===== config.mk =====
export PLATFORM = sky130hd
export DESIGN_NAME = ysyx_24090003_wbu
export DESIGN_NICKNAME = d
export VERILOG_FILES = /design/src/rtl/ysyx_24090003_wbu.sv
export SDC_FILE = /design/constraint.sdc
export NUM_CORES = 1
export LEC_CHECK = 0
export CAP_MARGIN = 25
export CORE_ASPECT_RATIO = 0.6
export CORE_MARGIN = 8
export CORE_UTILIZATION = 40
export CTS_CLUSTER_SIZE = 24
export DETAILED_ROUTE_END_ITERATION = 12
export GPL_TIMING_DRIVEN = 0
export MAX_ROUTING_LAYER = met4
export PLACE_DENSITY = 0.68
export SLEW_MARGIN = 20
export SYNTH_ARGS = -nofsm -noshare
export SYNTH_HDL_FRONTEND = slang
export SYNTH_SLANG_ARGS = --single-unit

===== constraint.sdc =====
create_clock -name i_clk -period 9.35 [get_ports i_clk]
set_clock_uncertainty 0.15 [all_clocks]
set_input_delay 2.805 -clock i_clk [delete_from_list [all_inputs] [get_ports i_clk]]
set_output_delay 2.805 -clock i_clk [all_outputs]
set_load 0.03 [all_outputs]

===== src/rtl/ysyx_24090003_wbu.sv =====
// rtl/ysyx_24090003_wbu.sv - writeback unit: load extraction, rd write and commit pulse.
// Optional forwarding outputs are enabled by defining YSYX_24090003_WB_FWD_EN.
module ysyx_24090003_wbu (
    input  logic        i_clk,
    input  logic        i_rst,
    input  logic        i_in_valid,
    output logic        o_in_ready,
    input  logic [31:0] i_pc,
    input  logic [4:0]  i_rd_addr,
    input  logic        i_rd_wen,
    input  logic [1:0]  i_wb_sel,
    input  logic [31:0] i_alu_res,
    input  logic [31:0] i_csr_rdata,
    input  logic [2:0]  i_ld_func,
    input  logic        i_mem_rvalid,
    input  logic [31:0] i_mem_rdata,
    output logic [4:0]  o_rd_addr,
    output logic [31:0] o_rd_wdata,
    output logic        o_reg_wen,
    output logic        o_commit,
    output logic [31:0] o_commit_pc
`ifdef YSYX_24090003_WB_FWD_EN
    ,
    output logic        o_fwd_valid,
    output logic [4:0]  o_fwd_addr,
    output logic [31:0] o_fwd_data
`endif
);

    typedef enum logic [1:0] {IDLE, WAIT_MEM, WRITE} state_e;

    localparam logic [1:0] SEL_ALU  = 2'b00;
    localparam logic [1:0] SEL_LOAD = 2'b01;
    localparam logic [1:0] SEL_PC4  = 2'b10;

    state_e      state_q, state_d;
    logic [31:0] pc_q, pc_d;
    logic [4:0]  rd_addr_q, rd_addr_d;
    logic        rd_wen_q, rd_wen_d;
    logic [1:0]  wb_sel_q, wb_sel_d;
    logic [31:0] alu_res_q, alu_res_d;
    logic [31:0] csr_rdata_q, csr_rdata_d;
    logic [2:0]  ld_func_q, ld_func_d;
    logic [31:0] ld_data_q, ld_data_d;
    logic [4:0]  last_addr_q, last_addr_d;
    logic [31:0] last_wdata_q, last_wdata_d;
    logic [31:0] wr_data;
    logic        accept;

    function automatic logic [31:0] load_ext(input logic [2:0] func, input logic [1:0] off,
                                             input logic [31:0] word);
        logic [7:0]  b;
        logic [15:0] h;
        case (off)
            2'd0:    b = word[7:0];
            2'd1:    b = word[15:8];
            2'd2:    b = word[23:16];
            default: b = word[31:24];
        endcase
        h = off[1] ? word[31:16] : word[15:0];
        case (func)
            3'b000:  load_ext = {{24{b[7]}}, b};
            3'b100:  load_ext = {24'd0, b};
            3'b001:  load_ext = {{16{h[15]}}, h};
            3'b101:  load_ext = {16'd0, h};
            default: load_ext = word;
        endcase
    endfunction

    assign o_in_ready = (state_q != WAIT_MEM) && !i_rst;
    assign accept     = i_in_valid && o_in_ready;

    always_comb begin
        case (wb_sel_q)
            SEL_ALU:  wr_data = alu_res_q;
            SEL_LOAD: wr_data = ld_data_q;
            SEL_PC4:  wr_data = pc_q + 32'd4;
            default:  wr_data = csr_rdata_q;
        endcase
    end

    // Outside WRITE the register-file port shows the last written pair, not the pending one.
    assign o_commit    = (state_q == WRITE);
    assign o_reg_wen   = o_commit && rd_wen_q && (rd_addr_q != 5'd0);
    assign o_commit_pc = o_commit ? pc_q : 32'd0;
    assign o_rd_addr   = o_commit ? rd_addr_q : last_addr_q;
    assign o_rd_wdata  = o_commit ? wr_data : last_wdata_q;

`ifdef YSYX_24090003_WB_FWD_EN
    assign o_fwd_valid = o_reg_wen;
    assign o_fwd_addr  = o_rd_addr;
    assign o_fwd_data  = o_rd_wdata;
`endif

    always_comb begin
        state_d      = state_q;
        pc_d         = pc_q;
        rd_addr_d    = rd_addr_q;
        rd_wen_d     = rd_wen_q;
        wb_sel_d     = wb_sel_q;
        alu_res_d    = alu_res_q;
        csr_rdata_d  = csr_rdata_q;
        ld_func_d    = ld_func_q;
        ld_data_d    = ld_data_q;
        last_addr_d  = last_addr_q;
        last_wdata_d = last_wdata_q;
        case (state_q)
            WAIT_MEM: begin
                if (i_mem_rvalid) begin
                    ld_data_d = load_ext(ld_func_q, alu_res_q[1:0], i_mem_rdata);
                    state_d   = WRITE;
                end
            end
            WRITE: begin
                last_addr_d  = rd_addr_q;
                last_wdata_d = wr_data;
                state_d      = IDLE;
            end
            default: state_d = IDLE;
        endcase
        if (accept) begin
            pc_d        = i_pc;
            rd_addr_d   = i_rd_addr;
            rd_wen_d    = i_rd_wen;
            wb_sel_d    = i_wb_sel;
            alu_res_d   = i_alu_res;
            csr_rdata_d = i_csr_rdata;
            ld_func_d   = i_ld_func;
            state_d     = (i_wb_sel == SEL_LOAD) ? WAIT_MEM : WRITE;
        end
    end

    always_ff @(posedge i_clk or posedge i_rst) begin
        if (i_rst) begin
            state_q      <= IDLE;
            pc_q         <= 32'd0;
            rd_addr_q    <= 5'd0;
            rd_wen_q     <= 1'b0;
            wb_sel_q     <= 2'd0;
            alu_res_q    <= 32'd0;
            csr_rdata_q  <= 32'd0;
            ld_func_q    <= 3'd0;
            ld_data_q    <= 32'd0;
            last_addr_q  <= 5'd0;
            last_wdata_q <= 32'd0;
        end else begin
            state_q      <= state_d;
            pc_q         <= pc_d;
            rd_addr_q    <= rd_addr_d;
            rd_wen_q     <= rd_wen_d;
            wb_sel_q     <= wb_sel_d;
            alu_res_q    <= alu_res_d;
            csr_rdata_q  <= csr_rdata_d;
            ld_func_q    <= ld_func_d;
            ld_data_q    <= ld_data_d;
            last_addr_q  <= last_addr_d;
            last_wdata_q <= last_wdata_d;
        end
    end

endmodule


Yosys cells after proc, flatten, opt, wreduce, memory -nomap -nowiden
Cells that the tools add are included.
{"block": "totals", "regBits": 178, "out_inout_bits": 72, "word_cells": 45}
{"block": "op_classes", "n_addsub": 1, "eq_ne": 12, "mux": 11, "reduce_logical": 10}
{"cell": "one-hot mux 32 bit (4 select lines)", "count": 1}
{"cell": "one-hot mux 32 bit (3 select lines)", "count": 1}
{"cell": "two-way mux 32 bit", "count": 2}
{"cell": "adder 32 x 3 -> 32 bit (second input constant)", "count": 1}
{"cell": "one-hot mux 8 bit (3 select lines)", "count": 1}
{"cell": "two-way mux 16 bit", "count": 1}
{"cell": "equality test 2 x 1 -> 1 bit (second input constant)", "count": 4}
{"cell": "two-way mux 2 bit", "count": 4}
{"cell": "equality test 2 bit (second input constant)", "count": 3}
{"cell": "equality test 3 bit (second input constant)", "count": 2}
{"cell": "two-way mux 5 bit", "count": 1}
{"cell": "nonzero test 5 bit", "count": 1}
{"cell": "logical AND 1 bit", "count": 4}
{"cell": "zero test 2 bit", "count": 2}
{"cell": "equality test 3 x 1 -> 1 bit (second input constant)", "count": 1}
{"cell": "zero test 3 bit", "count": 1}
{"cell": "inequality test 3 bit (second input constant)", "count": 1}
{"cell": "inequality test 2 x 1 -> 1 bit (second input constant)", "count": 1}
{"cell": "AND reduction 2 bit", "count": 1}
{"cell": "zero test 1 bit", "count": 1}

Longest topological paths before layout
{"block": "depth", "depth_word": 4, "depth_mapped": 9, "mapped_depth_nobuf": 6}

Least setup slack after synthesis
No wires, ideal clock.
{"block": "synth_path", "path_kind": "input-to-output", "start": "input i_rst", "end": "output o_in_ready", "arrival_ns": 3.266, "required_ns": 6.395, "slack_ns": 3.129, "stages": 1, "path_buffers": 0, "cell_sequence": "nor2_1"}
{"block": "synth_between", "elab_chain_len": 2}
{"item": "start: declaration", "line_no": "5", "source": "input logic i_rst,"}
{"item": "zero test 1 bit (no line)"}
{"item": "logical AND 1 bit", "line_no": "70", "source": "assign o_in_ready = (state_q != WAIT_MEM) && !i_rst;"}
{"item": "end: declaration", "line_no": "7", "source": "output logic o_in_ready,"}
Every way passes these cells.

Worst setup path in the final report
Ends and elaborated chain as after synthesis.

==> results.py <==
metrics = {
    "status": {
        "status": "completed",
    },
    "placement": {
        "place_inst": 1382,
        "place_congestion": 0.922,
        "dp_hpwl_mm": 24.8,
        "dpl_cell_area_um2": 11400,
        "io_buffers": 214,
        "pre_cts_ws_ns": 2.04,
    },
    "layout": {
        "multi_input_area_um2": 4120,
        "layout_commonest_cell": "clkdlybuf4s50_1",
        "drive_above_1_share_pct": 14.3,
        "fin_area_um2": 12100,
        "final_cell_mix": "clkdlybuf4s50_1 (214), nand2_1 (194), dfrtp_1 (178)",
        "fin_cells": 1415,
        "nNetsFinal": 1259,
        "areaGrowthSynthToFinish_pct": 35.5,
        "n_fill_cell": 1981,
        "regArea_um2": 4450,
    },
    "worst_hold_path": {
        "hold_class": "reg2reg",
    },
    "clock_tree": {
        "postCtsSetupRepairBufs": 0,
        "clk_pin_slew_worst_paths_ns": 0.06,
        "cts_tree": "built",
        "cts_buffer_depth": 2,
        "clock_latency_ns": 0.44,
        "clockRootBuffer": "clkbuf_16",
        "cts.sinks": 178,
        "htreeDepth": 4,
        "cts_buffers": 17,
        "cts_resized": 0,
        "cts_hold_buf": 0,
    },
    "yosys": {
        "synthDistinctLibCells": 55,
        "ys_warn_count": 0,
        "synth_edf_count": 0,
        "synth.yosys.seq_area_share_pct": 50.0,
        "syn_area_per_cell_um2": 10.1,
        "yosys_most_used_dff": "dfrtp_1",
        "ys_ff_latch": 178,
        "syn_inst": 881,
        "synth_area_um2": 8900,
        "syn-num-nets": 1025,
        "ys_async_sr_fraction_pct": 100,
    },
    "pwr": {
        "power_per_cell_area_nw_per_um2": 232,
        "vdd_drop_max_uv": 162,
        "total_power_mw": 2.80,
        "p_leak_nw": 5.19,
    },
    "worst_setup_path": {
        "reg2reg_slack_ns": 6.40,
        "cp.required_ns": 6.40,
        "reg2reg_from": "pc_q[3]$_DFFE_PP0P_",
        "start_kind": "primary input",
        "end_kind": "output pin",
        "crit_end": "o_in_ready",
        "crit_path_start": "i_rst",
        "worstSetupPathType": "in2out",
        "critPathMaxFanout": 3,
        "worstPathArrival_ns": 4.38,
        "r2r_end": "last_wdata_q[22]$_DFF_PP0_",
        "reg2reg_depth": 6,
    },
    "flow_run": {
        "drv_cap": 0,
    },
    "drt": {
        "drc_errors": 0,
        "drtIter0Drc": 663,
        "drt-pass1-iter-count": 5,
        "vias_per_cell": 5.54,
        "drt_wl_total_mm": 32.2,
        "ant_nets": 0,
        "vias": 7844,
        "wire_per_inst_um": 22.8,
    },
    "floorplanning": {
        "pin_count": 215,
        "die-area_um2": 27400,
        "die_height_um": 132,
        "core_um2": 22000,
        "dieWidth_um": 209,
        "rows": 42,
        "initial_core_util_pct": 40.5,
    },
    "sta": {
        "hold_viol_final": 0,
        "setup_ws_ns": 2.02,
        "max_freq_mhz": 136,
        "period_minus_slack_ns": 7.33,
        "fin_crit_sh_pct": 78.4,
        "worst_pin_slew_ns": 0.940,
        "tns_ns": 0,
        "setup_viol": 0,
        "rsz0062_at_grt": "false",
        "max-slew-margin-rel_pct": 36.7,
        "report.final.slew_viol_count": 0,
    },
    "global_route": {
        "grt_antenna_before_repair": 4,
        "grt_pass1_wl_mm": 48.5,
        "grt.total_usage_pct": 23.8,
        "grt_pass1_vias": 7881,
        "gr-total-overflow": 0,
        "grt_start_max_net_pins": 96,
    },
}
[layer usage]
metal,vias up,part of all wire (%),global-route usage (%)
met5,-,0,-
met4,0,1.2,5.69
met3,35,9.0,7.57
met2,349,40,31.3
met1,3915,49,34.8
li1,3545,-,-
[per-stage QoR]
stage | hold slack, ns | util [%]
detailed placement | 0.312 | 52.1
global route | 0.350 | 54.9
floorplan | 0.291 | -
CTS | 0.328 | 54.9
global placement | 0.306 | 51.9
finish | 0.326 | 54.9
[sequential cells by signal (all words and copies together), names as in the netlist]
name,count
alu_res_q,32
csr_rdata_q,32
last_addr_q,5
last_wdata_q,32
ld_data_q,32
ld_func_q,3
pc_q,32
rd_addr_q,5
rd_wen_q,1
state_q,2
wb_sel_q,2
[cells in the mapped netlist, drive strengths merged, types with 3 or more instances]
cell / n / area share (%)
clkbuf: 34 / 1.4
nor2b: 7 / 0.49
nand4: 8 / 0.56
mux4: 9 / 2.3
xor2: 8 / 0.79
o22ai: 7 / 0.49
and3: 4 / 0.28
o22a: 5 / 0.49
mux2: 81 / 10
a221oi: 3 / 0.30
a22oi: 9 / 0.76
o21ai: 36 / 2.0
nor2: 28 / 1.2
and2: 35 / 2.5
a21oi: 34 / 1.9
o221ai: 5 / 0.49
nand2: 194 / 8.2
nand3b: 4 / 0.34
and4: 4 / 0.42
inv: 16 / 0.67
a211oi: 10 / 0.84
dfrtp: 178 / 50
o311a: 4 / 0.45
a31oi: 6 / 0.42
nor3: 7 / 0.39
xnor2: 16 / 1.6
mux2i: 17 / 1.9
nor4: 7 / 0.80
nand3: 49 / 3.3
nand2b: 5 / 0.35
buf: 27 / 1.7
[cell families (layout without fill, tap and decap cells)]
logic type               after synthesis  after routing  share of synthesized area (%)
flip-flops                           178            178                           50.0
adder cells (fa/ha/maj)                1              1                          0.140
AND/OR/NAND/NOR                      358            358                           19.4
multiplexers                         107            107                           14.4
XOR/XNOR                              24             24                           2.36
other                                  0              5                              0
buffers and inverters                 77            320                           3.77
AO/OA/AOI/OAI                        136            136                           9.85
[power breakdown]
| part | total (mW) | internal, mW | switching, mW |
|---|---|---|---|
| sequential | 1.10 | 0.963 | 0.137 |
| combinational | 0.936 | 0.407 | 0.529 |
| clock | 0.765 | 0.456 | 0.308 |
| total | 2.80 | 1.83 | 0.974 |
[how the worst min path moves through the flow]
stage,startpoint,endpoint,slack (ns),depth (start not counted)
after CTS,last_addr_q[4]$_DFF_PP0_,last_addr_q[4]$_DFF_PP0_,0.33,2
after detailed placement,last_wdata_q[5]$_DFF_PP0_,last_wdata_q[5]$_DFF_PP0_,0.31,2
after global placement,alu_res_q[3]$_DFFE_PP0P_,alu_res_q[3]$_DFFE_PP0P_,0.31,2
after floorplan,alu_res_q[2]$_DFFE_PP0P_,alu_res_q[2]$_DFFE_PP0P_,0.29,2
final,last_addr_q[4]$_DFF_PP0_,last_addr_q[4]$_DFF_PP0_,0.33,2
after global routing,last_wdata_q[5]$_DFF_PP0_,last_wdata_q[5]$_DFF_PP0_,0.35,2
[worst max-delay path: stages]
cell and delay (ns):
clkdlybuf4s50_1 0.54, nor2_1 0.27, clkdlybuf4s50_1 0.76
[cell type report]
class	instances	area share, %
Sequential cell	178	36.9
Multi-Input combinational cell	626	34.1
Timing Repair Buffer	215	18.0
Clock buffer	19	3.75
Tap cell	286	2.97
Buffer	61	2.28
Clock inverter	9	1.32
Inverter	16	0.560
Antenna cell	5	0.104
(Power assumes the default switching activity.)
